==> config.mk <==
export PLATFORM = sky130hd
export DESIGN_NAME = ov7670_sccb_cfg
export DESIGN_NICKNAME = d
export VERILOG_FILES = /design/src/rtl/sccb_pkg.sv /design/src/rtl/sccb_write_phy.sv /design/src/rtl/ov7670_sccb_cfg.sv
export SDC_FILE = /design/constraint.sdc
export NUM_CORES = 1
export LEC_CHECK = 0
export ABC_AREA = 1
export CORE_UTILIZATION = 55
export CTS_BUF_LIST = sky130_fd_sc_hd__clkbuf_4 sky130_fd_sc_hd__clkbuf_8
export DETAILED_ROUTE_END_ITERATION = 7
export DONT_BUFFER_PORTS = 1
export GPL_TIMING_DRIVEN = 0
export PLACE_DENSITY_LB_ADDON = 0.3
export SYNTH_ARGS = -nofsm -noshare
export SYNTH_HDL_FRONTEND = slang
export SYNTH_HIERARCHICAL = 1
export SYNTH_SLANG_ARGS = --single-unit
==> constraint.sdc <==
create_clock -name CLK -period 2.8 [get_ports CLK]
set_input_delay 0.56 -clock CLK [delete_from_list [all_inputs] [get_ports CLK]]
set_output_delay 0.56 -clock CLK [all_outputs]
set_load 0.005 [all_outputs]
==> src/rtl/sccb_pkg.sv <==
// Shared types, markers and register ROM contents for the OV7670 SCCB config master.
package sccb_pkg;

  // One ROM word: camera register address and the value written to it
  typedef struct packed {
    logic [7:0] addr;
    logic [7:0] val;
  } rom_entry_t;

  localparam rom_entry_t SCCB_END   = 16'hFFFF;
  localparam rom_entry_t SCCB_DELAY = 16'hF0F0;

  typedef enum logic [2:0] {
    ST_IDLE, ST_FETCH, ST_SEND, ST_WAITTX, ST_DELAY, ST_DONE
  } seq_state_t;

  typedef enum logic [2:0] {
    PH_IDLE, PH_S0, PH_S1, PH_BIT, PH_P0, PH_P1, PH_P2
  } phy_state_t;

  // Camera bring-up: soft reset, settle, then RGB565 output with /2 pixel clock
  function automatic rom_entry_t sccb_rom(input logic [7:0] idx);
    case (idx)
      8'd0:    return 16'h1280;  // COM7: register reset
      8'd1:    return SCCB_DELAY;
      8'd2:    return 16'h1204;  // COM7: RGB output
      8'd3:    return 16'h40D0;  // COM15: RGB565, full range
      8'd4:    return 16'h8C00;  // RGB444 off
      8'd5:    return 16'h1101;  // CLKRC: prescale /2
      8'd6:    return 16'h3A04;  // TSLB
      8'd7:    return 16'h3DC0;  // COM13: gamma + UV saturation
      8'd8:    return 16'h0C00;  // COM3
      8'd9:    return 16'h3E00;  // COM14: no PCLK scaling
      default: return SCCB_END;
    endcase
  endfunction

  // Short sequence used for bring-up of the sequencer itself
  function automatic rom_entry_t sccb_test_rom(input logic [7:0] idx);
    case (idx)
      8'd0:    return 16'h1280;
      8'd1:    return SCCB_DELAY;
      8'd2:    return 16'h1204;
      default: return SCCB_END;
    endcase
  endfunction

endpackage

==> src/rtl/sccb_write_phy.sv <==
// SCCB 3-phase write frame generator: START, 3 x (8 data + don't-care), STOP.
// All bus timing is expressed in quarter-bit periods delivered by qtick.
module sccb_write_phy
  import sccb_pkg::*;
(
  input  logic        CLK,
  input  logic        RST_N,
  input  logic        qtick,
  input  logic        tx_go,
  input  logic [23:0] frame,
  input  logic        siod_in,
  output logic        sioc,
  output logic        siod_oe,
  output logic        tx_done,
  output logic        nack_pulse
);

  phy_state_t  st;
  logic [1:0]  qq;       // quarter within the current bit
  logic [4:0]  bit_cnt;  // 0..26 across the whole frame
  logic [23:0] sh;       // remaining data bits, MSB goes out next
  logic        cur_dc, nxt_dc;
  logic [23:0] sh_nxt;

  // Don't-care slots are bits 8, 17 and 26; only data bits consume the shifter
  always_comb begin
    cur_dc = (bit_cnt == 5'd8) || (bit_cnt == 5'd17) || (bit_cnt == 5'd26);
    nxt_dc = (bit_cnt == 5'd7) || (bit_cnt == 5'd16) || (bit_cnt == 5'd25);
    sh_nxt = cur_dc ? sh : {sh[22:0], 1'b0};
  end

  // Frame sequencer; SIOD only moves at Q0 (with SIOC low) apart from START/STOP
  always_ff @(posedge CLK or negedge RST_N) begin
    if (!RST_N) begin
      st         <= PH_IDLE;
      qq         <= 2'd0;
      bit_cnt    <= 5'd0;
      sh         <= 24'd0;
      sioc       <= 1'b1;
      siod_oe    <= 1'b0;
      tx_done    <= 1'b0;
      nack_pulse <= 1'b0;
    end else begin
      tx_done    <= 1'b0;
      nack_pulse <= 1'b0;
      case (st)
        PH_IDLE: if (tx_go) begin
          st      <= PH_S0;
          sh      <= frame;
          bit_cnt <= 5'd0;
          qq      <= 2'd0;
          sioc    <= 1'b1;
          siod_oe <= 1'b1;
        end
        PH_S0: if (qtick) begin
          st   <= PH_S1;
          sioc <= 1'b0;
        end
        PH_S1: if (qtick) begin
          st      <= PH_BIT;
          qq      <= 2'd0;
          siod_oe <= ~sh[23];
        end
        PH_BIT: if (qtick) begin
          qq <= qq + 2'd1;
          case (qq)
            2'd1: sioc <= 1'b1;
            2'd2: if (cur_dc && siod_in) nack_pulse <= 1'b1;
            2'd3: begin
              sioc <= 1'b0;
              sh   <= sh_nxt;
              if (bit_cnt == 5'd26) begin
                st      <= PH_P0;
                siod_oe <= 1'b1;
              end else begin
                bit_cnt <= bit_cnt + 5'd1;
                siod_oe <= nxt_dc ? 1'b0 : ~sh_nxt[23];
              end
            end
            default: ;
          endcase
        end
        PH_P0: if (qtick) begin
          st   <= PH_P1;
          sioc <= 1'b1;
        end
        PH_P1: if (qtick) begin
          st      <= PH_P2;
          siod_oe <= 1'b0;
        end
        PH_P2: if (qtick) begin
          st      <= PH_IDLE;
          tx_done <= 1'b1;
        end
        default: st <= PH_IDLE;
      endcase
    end
  end

endmodule

==> src/rtl/ov7670_sccb_cfg.sv <==
// OV7670 configuration master: walks the register ROM and writes each entry
// to the camera over SCCB. Holds the quarter-tick divider and the sequencer.
module ov7670_sccb_cfg
  import sccb_pkg::*;
#(
  parameter int         CLK_HZ   = 50_000_000,
  parameter int         SCCB_HZ  = 100_000,
  parameter logic [7:0] DEV_ADDR = 8'h42,
  parameter int         DELAY_MS = 10,
  parameter bit         TEST_ROM = 1'b0
) (
  input  logic       CLK,
  input  logic       RST_N,
  input  logic       start,
  output logic       busy,
  output logic       done,
  output logic       nack,
  output logic [7:0] reg_idx,
  output logic       sioc,
  output logic       siod_oe,
  input  logic       siod_in
);

  localparam int QDIV     = CLK_HZ / (4 * SCCB_HZ);
  localparam int QW       = (QDIV > 1) ? $clog2(QDIV) : 1;
  localparam int DLY_CYC  = DELAY_MS * (CLK_HZ / 1000);
  localparam int DLY_LAST = (DLY_CYC > 0) ? DLY_CYC - 1 : 0;

  seq_state_t  st;
  logic [QW-1:0] q_cnt;
  logic        q_wrap, qtick;
  logic        accept;
  logic        tx_go, tx_done, nack_pulse;
  logic        gap_act;
  logic [1:0]  gap_cnt;
  logic [31:0] dly_cnt;
  rom_entry_t  rom_q;

  assign q_wrap = (q_cnt == QW'(QDIV - 1));
  assign accept = start && (st == ST_IDLE);
  assign rom_q  = TEST_ROM ? sccb_test_rom(reg_idx) : sccb_rom(reg_idx);

  // Quarter-bit divider: runs only while busy, phase restarts on every start
  always_ff @(posedge CLK or negedge RST_N) begin
    if (!RST_N) begin
      q_cnt <= '0;
      qtick <= 1'b0;
    end else if (accept) begin
      q_cnt <= '0;
      qtick <= 1'b0;
    end else if (busy) begin
      q_cnt <= q_wrap ? '0 : q_cnt + 1'b1;
      qtick <= q_wrap;
    end else begin
      qtick <= 1'b0;
    end
  end

  // ROM walker. tx_go is launched one cycle ahead of a qtick so START gets a full quarter.
  always_ff @(posedge CLK or negedge RST_N) begin
    if (!RST_N) begin
      st      <= ST_IDLE;
      busy    <= 1'b0;
      done    <= 1'b0;
      nack    <= 1'b0;
      reg_idx <= 8'd0;
      tx_go   <= 1'b0;
      gap_act <= 1'b0;
      gap_cnt <= 2'd0;
      dly_cnt <= 32'd0;
    end else begin
      tx_go <= 1'b0;
      if (nack_pulse) nack <= 1'b1;
      case (st)
        ST_IDLE: if (start) begin
          reg_idx <= 8'd0;
          done    <= 1'b0;
          nack    <= 1'b0;
          busy    <= 1'b1;
          st      <= ST_FETCH;
        end
        ST_FETCH: begin
          if (rom_q == SCCB_END) st <= ST_DONE;
          else if (rom_q == SCCB_DELAY) begin
            dly_cnt <= 32'd0;
            st      <= ST_DELAY;
          end else st <= ST_SEND;
        end
        ST_SEND: if (q_wrap) begin
          tx_go   <= 1'b1;
          gap_act <= 1'b0;
          gap_cnt <= 2'd0;
          st      <= ST_WAITTX;
        end
        ST_WAITTX: begin
          if (!gap_act) begin
            if (tx_done) gap_act <= 1'b1;
          end else if (qtick) begin
            if (gap_cnt == 2'd3) begin
              reg_idx <= reg_idx + 8'd1;
              st      <= ST_FETCH;
            end else gap_cnt <= gap_cnt + 2'd1;
          end
        end
        ST_DELAY: begin
          if (dly_cnt >= 32'(DLY_LAST)) begin
            reg_idx <= reg_idx + 8'd1;
            st      <= ST_FETCH;
          end else dly_cnt <= dly_cnt + 32'd1;
        end
        ST_DONE: begin
          done <= 1'b1;
          busy <= 1'b0;
          st   <= ST_IDLE;
        end
        default: st <= ST_IDLE;
      endcase
    end
  end

  sccb_write_phy u_phy (
    .CLK        (CLK),
    .RST_N      (RST_N),
    .qtick      (qtick),
    .tx_go      (tx_go),
    .frame      ({DEV_ADDR, rom_q}),
    .siod_in    (siod_in),
    .sioc       (sioc),
    .siod_oe    (siod_oe),
    .tx_done    (tx_done),
    .nack_pulse (nack_pulse)
  );

endmodule

Word-level counts from Yosys, hierarchy flattened
Memories as Yosys holds them, arrays and structs flattened.
Index checks and enable logic that the tools add are counted.
Storage, ports and cells
  register bits: 96
  bits in read-only memories: 256
  bits of input ports: 4
  output and inout bits: 13
  logic and storage cells: 192
  memories: 1
Operators by class
  add/subtract/negate cells: 6
  magnitude comparators: 1
  equal/unequal tests: 46
  mux-type cells: 85
  bitwise operators: 2
  reductions and logical operators: 31
Memories
  (name not given): depth 16, width 16, read ports 1, clocked after memory_dff 0, wr ports 0, RTL line sccb_pkg.sv:23  | case (idx)
Operators by type and width (count)
  24-bit 2-to-1 mux: 4
  32-bit 2-to-1 mux: 3
  32-bit case mux with 2 select lines: 1
  3-bit 2-to-1 mux: 17
  24-bit case mux with 2 select lines: 1
  8-bit 2-to-1 mux: 5
  2-bit inequality test (second input constant): 19
  32-bit by 1-bit adder with 32-bit output (second input constant): 1
  16-bit equality test (second input constant): 2
  32-bit by 19-bit greater-or-equal comparator with 1-bit output (second input constant): 1
  1-bit 2-to-1 mux: 27
  8-bit case mux with 3 select lines: 1
  6-bit AND reduction: 4
  7-bit 2-to-1 mux: 3
  3-bit case mux with 7 select lines: 1
  5-bit equality test (second input constant): 4
  5-bit 2-to-1 mux: 4
  16-bit 2-to-1 mux: 1
  3-bit equality test (second input constant): 5
  3-bit case mux with 5 select lines: 1
  5-bit AND reduction: 3
  2-bit 2-to-1 mux: 7
  3-bit by 2-bit equality test with 1-bit output (second input constant): 4
  4-bit AND reduction: 3
  27 further kinds: 49

Depth between registers and ports, before layout
  depth in word-level cells: 10
  gate-level depth with buffers: 14
  depth with buffers taken out: 13

Cells and area by module
The synthesis kept the hierarchy.
Modules (own cells, without submodules)
  ov7670_sccb_cfg: times used 1, cells an instance 475, area each 3548.4 sq um, sequential area each 1451.4 sq um
  sccb_write_phy: times used 1, cells an instance 340, area each 2419.8 sq um, sequential area each 952.2 sq um

Worst setup path before layout
Ideal clock, no wire load.
  kind: register to register
  start point: register reg_idx[0]
  end point: register dly_cnt[12]
  setup time: 0.120 ns
  arrival: 1.753 ns
  data required time: 2.680 ns
  slack: 0.927 ns
  cell stages (with the launch flop): 15
  buffers on the path: 1
  clock period less this slack: 1.873 ns
  cell sequence: dfrtp_1 inv_1 ha_1 nand2_1 nand2_1 nand2_1 nand2_1 nand2_1 nor2_2 nand3_2 nand2_4 nand2_4 buf_6 nand2_1 nand2_1
RTL lines
  from (decl): RTL line ov7670_sccb_cfg.sv:18  | output logic [7:0] reg_idx,
  from (signal assigned): RTL line ov7670_sccb_cfg.sv:100  | reg_idx <= reg_idx + 8'd1;
  from (signal assigned): RTL line ov7670_sccb_cfg.sv:107  | reg_idx <= reg_idx + 8'd1;
  to (signal assigned): RTL line ov7670_sccb_cfg.sv:109  | end else dly_cnt <= dly_cnt + 32'd1;
  to (decl): RTL line ov7670_sccb_cfg.sv:36  | logic [31:0] dly_cnt;

==> impl_metrics.tcl <==
set metrics [dict create \
    switching_share 0.355 \
    fillers 965 \
    relSlewSlack 0.661 \
    drive_gt1_frac 0.106 \
    fin_hold_ws_ns 0.0618 \
    crit_required_ns 3.07 \
    place_hpwl_um 8790 \
    layout_worst_path_cycle_share 0.803 \
    num_rows 37 \
    yosysUniqueCellTypes 42 \
    synth.top_cell.area_share 0.398 \
    path_common_cell "nand2_1" \
    path_class "reg -> reg" \
    cts_sinks 96 \
    cts_setup_buffers 0 \
    antenna_found_initial 0 \
    viasPerCell 5.27 \
    crit_buf_inv 2 \
    cts_made_buffers 9 \
    grt_use_total 0.237 \
    clockPowerShare 0.263 \
    die_w_um 106 \
    cpLargestDelayFamily "simple AND/OR/NAND/NOR gates" \
    min_period_ns 2.25 \
    cp_slowest_cell "dfrtp_1" \
    synth.avg_cell_area_um2 7.32 \
    start_util 0.573 \
    max_stage_delay_ns 0.58 \
    overflow 0 \
    skew_ns 0.0133 \
    max_freq_ghz 0.445 \
    ant_nets 0 \
    core_area_mm2 0.0104 \
    status "completed" \
    first_pass_iters 5 \
    netlist_area_mm2 0.00597 \
    drt_wl_total_um 12400 \
    critical_path_arrival_ns 2.51 \
    synth.area.top_cells "dfrtp_1, nand2_1, nand3_1" \
    synthToLayoutAreaGrowth_pct 6.90 \
    final_cell_area_mm2 0.00638 \
    rr_endpoint "dly_cnt[11]" \
    routedWlPerCell_um 12.7 \
    critPathCaptureType "register" \
    tightestPinTransition_ns 0.509 \
    hold_class "in -> async" \
    p_int_mw 2.10 \
    grt_pass1_vias 4897 \
    p_sw_mw 1.16 \
    r2r_slack_ns 0.55 \
    ys_warn_count 6 \
    cp-start-kind "register" \
    combPwrFrac 0.270 \
    io_pins 17 \
    route.detailed.drc 0 \
    cts.clk_slew.worst_paths_ns 0.09 \
    grt_max_degree 96 \
    finalSetupViolCount 0 \
    cp_cell_sequence "inv_1 -> ha_1 -> nand2_1 -> nand2_1 -> nand3_1 -> nand2_1 -> nor2_2 -> nand3_2 -> nand2_4 -> nand2_4 -> buf_6 -> nand2_1 -> nand2_1" \
    synth_seq_area_share 0.403 \
    ys_ff_latch 96 \
    final-hold-violation-count 0 \
    rr_worst_depth 13 \
    insertion_delay_ns 0.38 \
    die_h_um 106 \
    num_antenna_cells 0 \
    rr_startpoint "reg_idx[0]" \
    p_per_area_mw_per_mm2 510 \
    setup-tns-final_ns 0 \
    nNetsFinal 857 \
    clock_path_buffers 2 \
    port_buffers 0 \
    leakagePower_nw 3.20 \
    gp_congestion 0.874 \
    rsz0062_at_grt "false" \
    vdd_ir_drop_max_mv 0.392 \
    detailroute.via_count 5142 \
    dieArea_mm2 0.0113 \
    slew_violations 0 \
    grt_pass1_wl_um 21600 \
    tritoncts "built" \
    cts_root_buf "clkbuf_8" \
    netlist_instances 815 \
    crit_fanout 10 \
    maxCapViolations 0 \
    dpl_cell_area_mm2 0.00616 \
    yosysTopAreaCell "dfrtp_1" \
    drt_iter0_markers 319 \
    htreeDepth 3 \
    power.share.sequential 0.467 \
]
[area by class of cell]
class	instances	area, µm²	share of cell area
inverters	82	310	0.0486
clock buffers	10	138	0.0216
clock inverters	6	43.8	0.00686
plain buffers	25	216	0.0339
well taps	136	170	0.0267
repair buffers	2	37.5	0.00588
flip-flops and latches	96	2400	0.377
multi-input cells	618	3060	0.480
[per-layer routing]
metal,share of wire,GRT usage,up-vias
li1,-,-,2605
met1,0.47,0.305,2419
met2,0.48,0.403,107
met3,0.043,0.0564,11
met4,0.0099,0.0565,0
met5,0,0,-
[cells in the final DEF, fill, tap and decap left out, types with 3 or more instances in the layout]
cell,synthesis,final
a21boi_0,6,6
a21oi_1,17,17
buf_2,5,5
buf_4,5,5
buf_6,13,13
clkbuf_8,0,10
clkinvlp_4,0,4
conb_1,2,8
dfrtp_1,95,95
ha_1,19,19
inv_1,75,75
inv_2,5,5
nand2_1,283,283
nand2_2,11,11
nand2_4,6,6
nand3_1,67,67
nand3_2,3,3
nand3b_1,3,3
nand4_1,10,10
nor2_1,72,72
nor2_2,6,6
nor3_1,10,10
o21ai_0,43,43
o21ai_1,6,6
o22ai_1,6,6
or2_2,8,8
xnor2_1,7,7
xor2_1,10,10
[Yosys cell counts (all sizes together)]
master and count:
a21boi 8, a21oi 17, and2 1, buf 23
clkbuf 2, clkinv 1, conb 2, dfrtp 95
dfstp 1, ha 19, inv 81, nand2 300
nand3 70, nand3b 3, nand4 11, nor2 82
nor3 10, nor4 2, o211ai 2, o21ai 51
o21bai 1, o22ai 6, o31ai 1, or2 9
xnor2 7, xor2 10
[per-stage QoR]
| stage | setup WS [ns] | power [mW] | cells | util |
|---|---|---|---|---|
| 3_5_place_dp | 0.570 | 2.39 | 957 | 0.591 |
| 5_1_grt | 0.359 | 3.47 | 975 | 0.612 |
| 4_1_cts | 0.538 | 3.28 | 975 | 0.612 |
| 3_3_place_gp | 0.621 | 2.36 | 957 | 0.591 |
| 6_report | 0.551 | 3.26 | 975 | 0.612 |
| 2_1_floorplan | 0.927 | 2.21 | 821 | - |
[sequential cells by signal, indices dropped and copies added (netlist names), 2 cells and up]
name,cells
dly_cnt,32
gap_cnt,2
q_cnt,7
reg_idx,8
st,3
u_phy/bit_cnt,5
u_phy/qq,2
u_phy/sh,24
u_phy/st,3
[power groups by stage]
stage          clock network [mW]  registers, mW  logic (mW)
2_1_floorplan                   0           1.53       0.683
3_3_place_gp                    0           1.54       0.816
3_5_place_dp                    0           1.55       0.841
4_1_cts                     0.886           1.52       0.877
5_1_grt                     0.936           1.53        1.00
6_report                    0.856           1.52       0.880
[cells by family (layout without fill, tap and decap cells)]
| group | Yosys count | in the layout | share of synthesized area |
|---|---|---|---|
| AO/OA/AOI/OAI | 86 | 86 | 0.0816 |
| buffers and inverters | 107 | 125 | 0.0883 |
| XOR/XNOR | 17 | 17 | 0.0249 |
| AND/OR/NAND/NOR | 488 | 488 | 0.361 |
| adder cells (fa/ha/maj) | 19 | 19 | 0.0398 |
| flip-flops | 96 | 96 | 0.403 |
| other | 2 | 8 | 0.00126 |
[worst max path at each step]
stage	startpoint	endpoint	cells after the start	slack [ns]
6_report	reg_idx[0]	dly_cnt[11]	13	0.55
5_1_grt	reg_idx[0]	dly_cnt[1]	9	0.36
4_1_cts	reg_idx[0]	dly_cnt[11]	13	0.54
3_5_place_dp	reg_idx[0]	dly_cnt[12]	13	0.57
3_3_place_gp	reg_idx[0]	dly_cnt[18]	14	0.62
2_1_floorplan	reg_idx[0]	dly_cnt[12]	14	0.93
[repair_timing]
| item | in CTS | in global routing |
|---|---|---|
| gates resized for setup | 0 | 0 |
| hold buffers | 2 | 0 |
| endpoints found under the hold margin | 95 | 0 |
Note: power is estimated with default switching activity, not from simulation.
==> RTL edit, RTL diff (same settings) <==
Make the reset (`RST_N`) synchronous in 3 clocked blocks.
--- a/src/rtl/sccb_write_phy.sv
+++ b/src/rtl/sccb_write_phy.sv
@@ -30,7 +30,7 @@
   end
 
   // Frame sequencer; SIOD only moves at Q0 (with SIOC low) apart from START/STOP
-  always_ff @(posedge CLK or negedge RST_N) begin
+  always_ff @(posedge CLK) begin
     if (!RST_N) begin
       st         <= PH_IDLE;
       qq         <= 2'd0;
--- a/src/rtl/ov7670_sccb_cfg.sv
+++ b/src/rtl/ov7670_sccb_cfg.sv
@@ -41,7 +41,7 @@
   assign rom_q  = TEST_ROM ? sccb_test_rom(reg_idx) : sccb_rom(reg_idx);
 
   // Quarter-bit divider: runs only while busy, phase restarts on every start
-  always_ff @(posedge CLK or negedge RST_N) begin
+  always_ff @(posedge CLK) begin
     if (!RST_N) begin
       q_cnt <= '0;
       qtick <= 1'b0;
@@ -57,7 +57,7 @@
   end
 
   // ROM walker. tx_go is launched one cycle ahead of a qtick so START gets a full quarter.
-  always_ff @(posedge CLK or negedge RST_N) begin
+  always_ff @(posedge CLK) begin
     if (!RST_N) begin
       st      <= ST_IDLE;
       busy    <= 1'b0;
Formal check against the unedited RTL: differs if RST_N is asserted again (counterexample within 4 cycles, from zero or initial values and one cycle with RST_N low); with RST_N held inactive, the same outputs for 10 cycles.
==> RTL edit against the original RTL <==
  * Synthesized area is 1.7% higher
  * Die area is 1.6% higher
  * Cell area increased by 1.1%
  * Count of clock-buffer cells in the layout unchanged
  * Hold slack improved by 230 ps
  * Setup slack got worse by 220 ps
  * Sequential cell count increased by 14
  * Routed wire length fell by 1.5%
  * Largest cell class unchanged
Power is not compared: it rests on default switching activity, and its combinational part moved more than twofold at a synthesized area within 25%.
==> RTL edit: results (changes against the original RTL) <==
[run_status]
status = finished, final reports clean

[logic_synthesis]
synthTopCellsByArea = dfxtp_1, nand2_1, nor2_1
synth_compound_area_share_pct = 8.50  ; +0.34 points
synth_fa_ha_area_share_pct = 3.71  ; -0.27 points
synth.distinct_cells = 43  ; +2.4%
async_reset_ff_share_pct = 0  ; -100 points
yosys-top-cells-count = nand2_1, nor2_1, dfxtp_1, inv_1, nand3_1
synth-xor-area-share_pct = 3.46  ; +0.97 points
seq_area_frac_synth_pct = 36.3  ; -4.0 points

[place]
dpl.hpwl_mm = 8.92  ; +1.5%
gp_congestion = 0.951  ; +8.8%
io_buffer_count = 0  ; unchanged

[clocking]
insertion_delay_ps = 390
ctsLongestPathBuffers = 2  ; unchanged
cts_root_buf = clkbuf_8
numCtsBuffers = 9  ; unchanged

[sta]
max_slew_margin_pct = 62.9  ; -3.2 points
fin_skew_ps = 8.53  ; -4.78 ps

[min_path]
hold_path.class = input pin to flop

[pwr]
p_int_mw = 3.27
ir_drop_mv = 0.470

[detailed_routing]
met3_length_um = 664  ; +25%
drtIter0Drc = 344  ; +7.8%
m1WireLength_mm = 6.33  ; +9.2%
finalWirelength_mm = 12.2  ; -1.5%
firstDrtPassIters = 5  ; unchanged
dr_wl_met2_mm = 5.06  ; -14%
num_vias = 5296  ; +3.0%

[setup_path]
critPathArrivalTime_ps = 2760  ; +250 ps
max_stage_delay_ps = 450  ; -130 ps
critPathTopFamily = simple AND/OR/NAND/NOR gates
critPathSlowestCell = dfxtp_1
path_max_fanout = 10  ; unchanged

[grt]
use_met1_pct = 32.3  ; +1.8 points
grt_pass1_wl_mm = 21.3  ; -1.2%
first_global_vias = 4671  ; -4.6%
use_met3_pct = 6.57  ; +0.92 points
use_met2_pct = 35.7  ; -4.5 points
grt_max_degree = 19  ; -80%
grt_util_all_layers_pct = 23.3  ; -0.41 points

[layout]
drive_gt1_share_pct = 9.86  ; -0.75 points
n_antenna_cell = 0  ; unchanged
nets = 940  ; +9.7%
fillCellCount = 1032  ; +6.9%

==> RTL edit: cell count changes in the layout (fill, tap and decap cells not counted), moves of 8 or more <==
cell      unedited run  this run
a21oi_1             17        41
clkbuf_1             2        11
dfrtp_1             95         0
dfxtp_1              0       110
inv_1               75        93
nand2_1            283       229
nor2_1              72       139
nor3_1              10        22
xor2_1              10        18
==> RTL edit: worst paths after layout <==
kind	from	end	slack, ps	cells after the start
max	dly_cnt[0]	flop	330	17
min	siod_in	u_phy/nack_pulse	290	2
max reg2reg	dly_cnt[0]	flop	330	17
min reg2reg	dly_cnt[24]	dly_cnt[24]	450	2
==> RTL edit: stage by stage <==
stage | instance area (µm²) | instances | setup slack (ps) | power, mW | util, %
detailed placement | 6260 | 1043 | 281 | 4.92 | 59.6
finish | 6450 | 1059 | 328 | 5.82 | 61.4
CTS | 6440 | 1059 | 255 | 5.84 | 61.3
global route | 6450 | 1059 | 42.1 | 6.35 | 61.4
floorplan | 6090 | 907 | 696 | 4.40 | -
global placement | 6260 | 1043 | 288 | 4.87 | 59.6
==> RTL edit: cell families after synthesis <==
group                    after synthesis
other                                  2
XOR/XNOR                              24
flip-flops                           110
AND/OR/NAND/NOR                      513
buffers and inverters                138
AO/OA/AOI/OAI                         96
adder cells (fa/ha/maj)               18
==> RTL edit: what timing repair did <==
item	in CTS	in global routing
setup endpoints to repair	0	1
hold buffers	0	0
buffers inserted	0	0
resized for setup	0	1
==> RTL edit: cell type report <==
| type | instances | area (µm²) | share of cell area, % |
|---|---|---|---|
| buffer | 32 | 204 | 3.16 |
| clock buffer | 10 | 138 | 2.13 |
| clock inverter | 6 | 45.0 | 0.699 |
| inverter | 106 | 403 | 6.25 |
| multi-input combinational | 659 | 3290 | 51.0 |
| sequential | 110 | 2200 | 34.2 |
| tap | 136 | 170 | 2.64 |
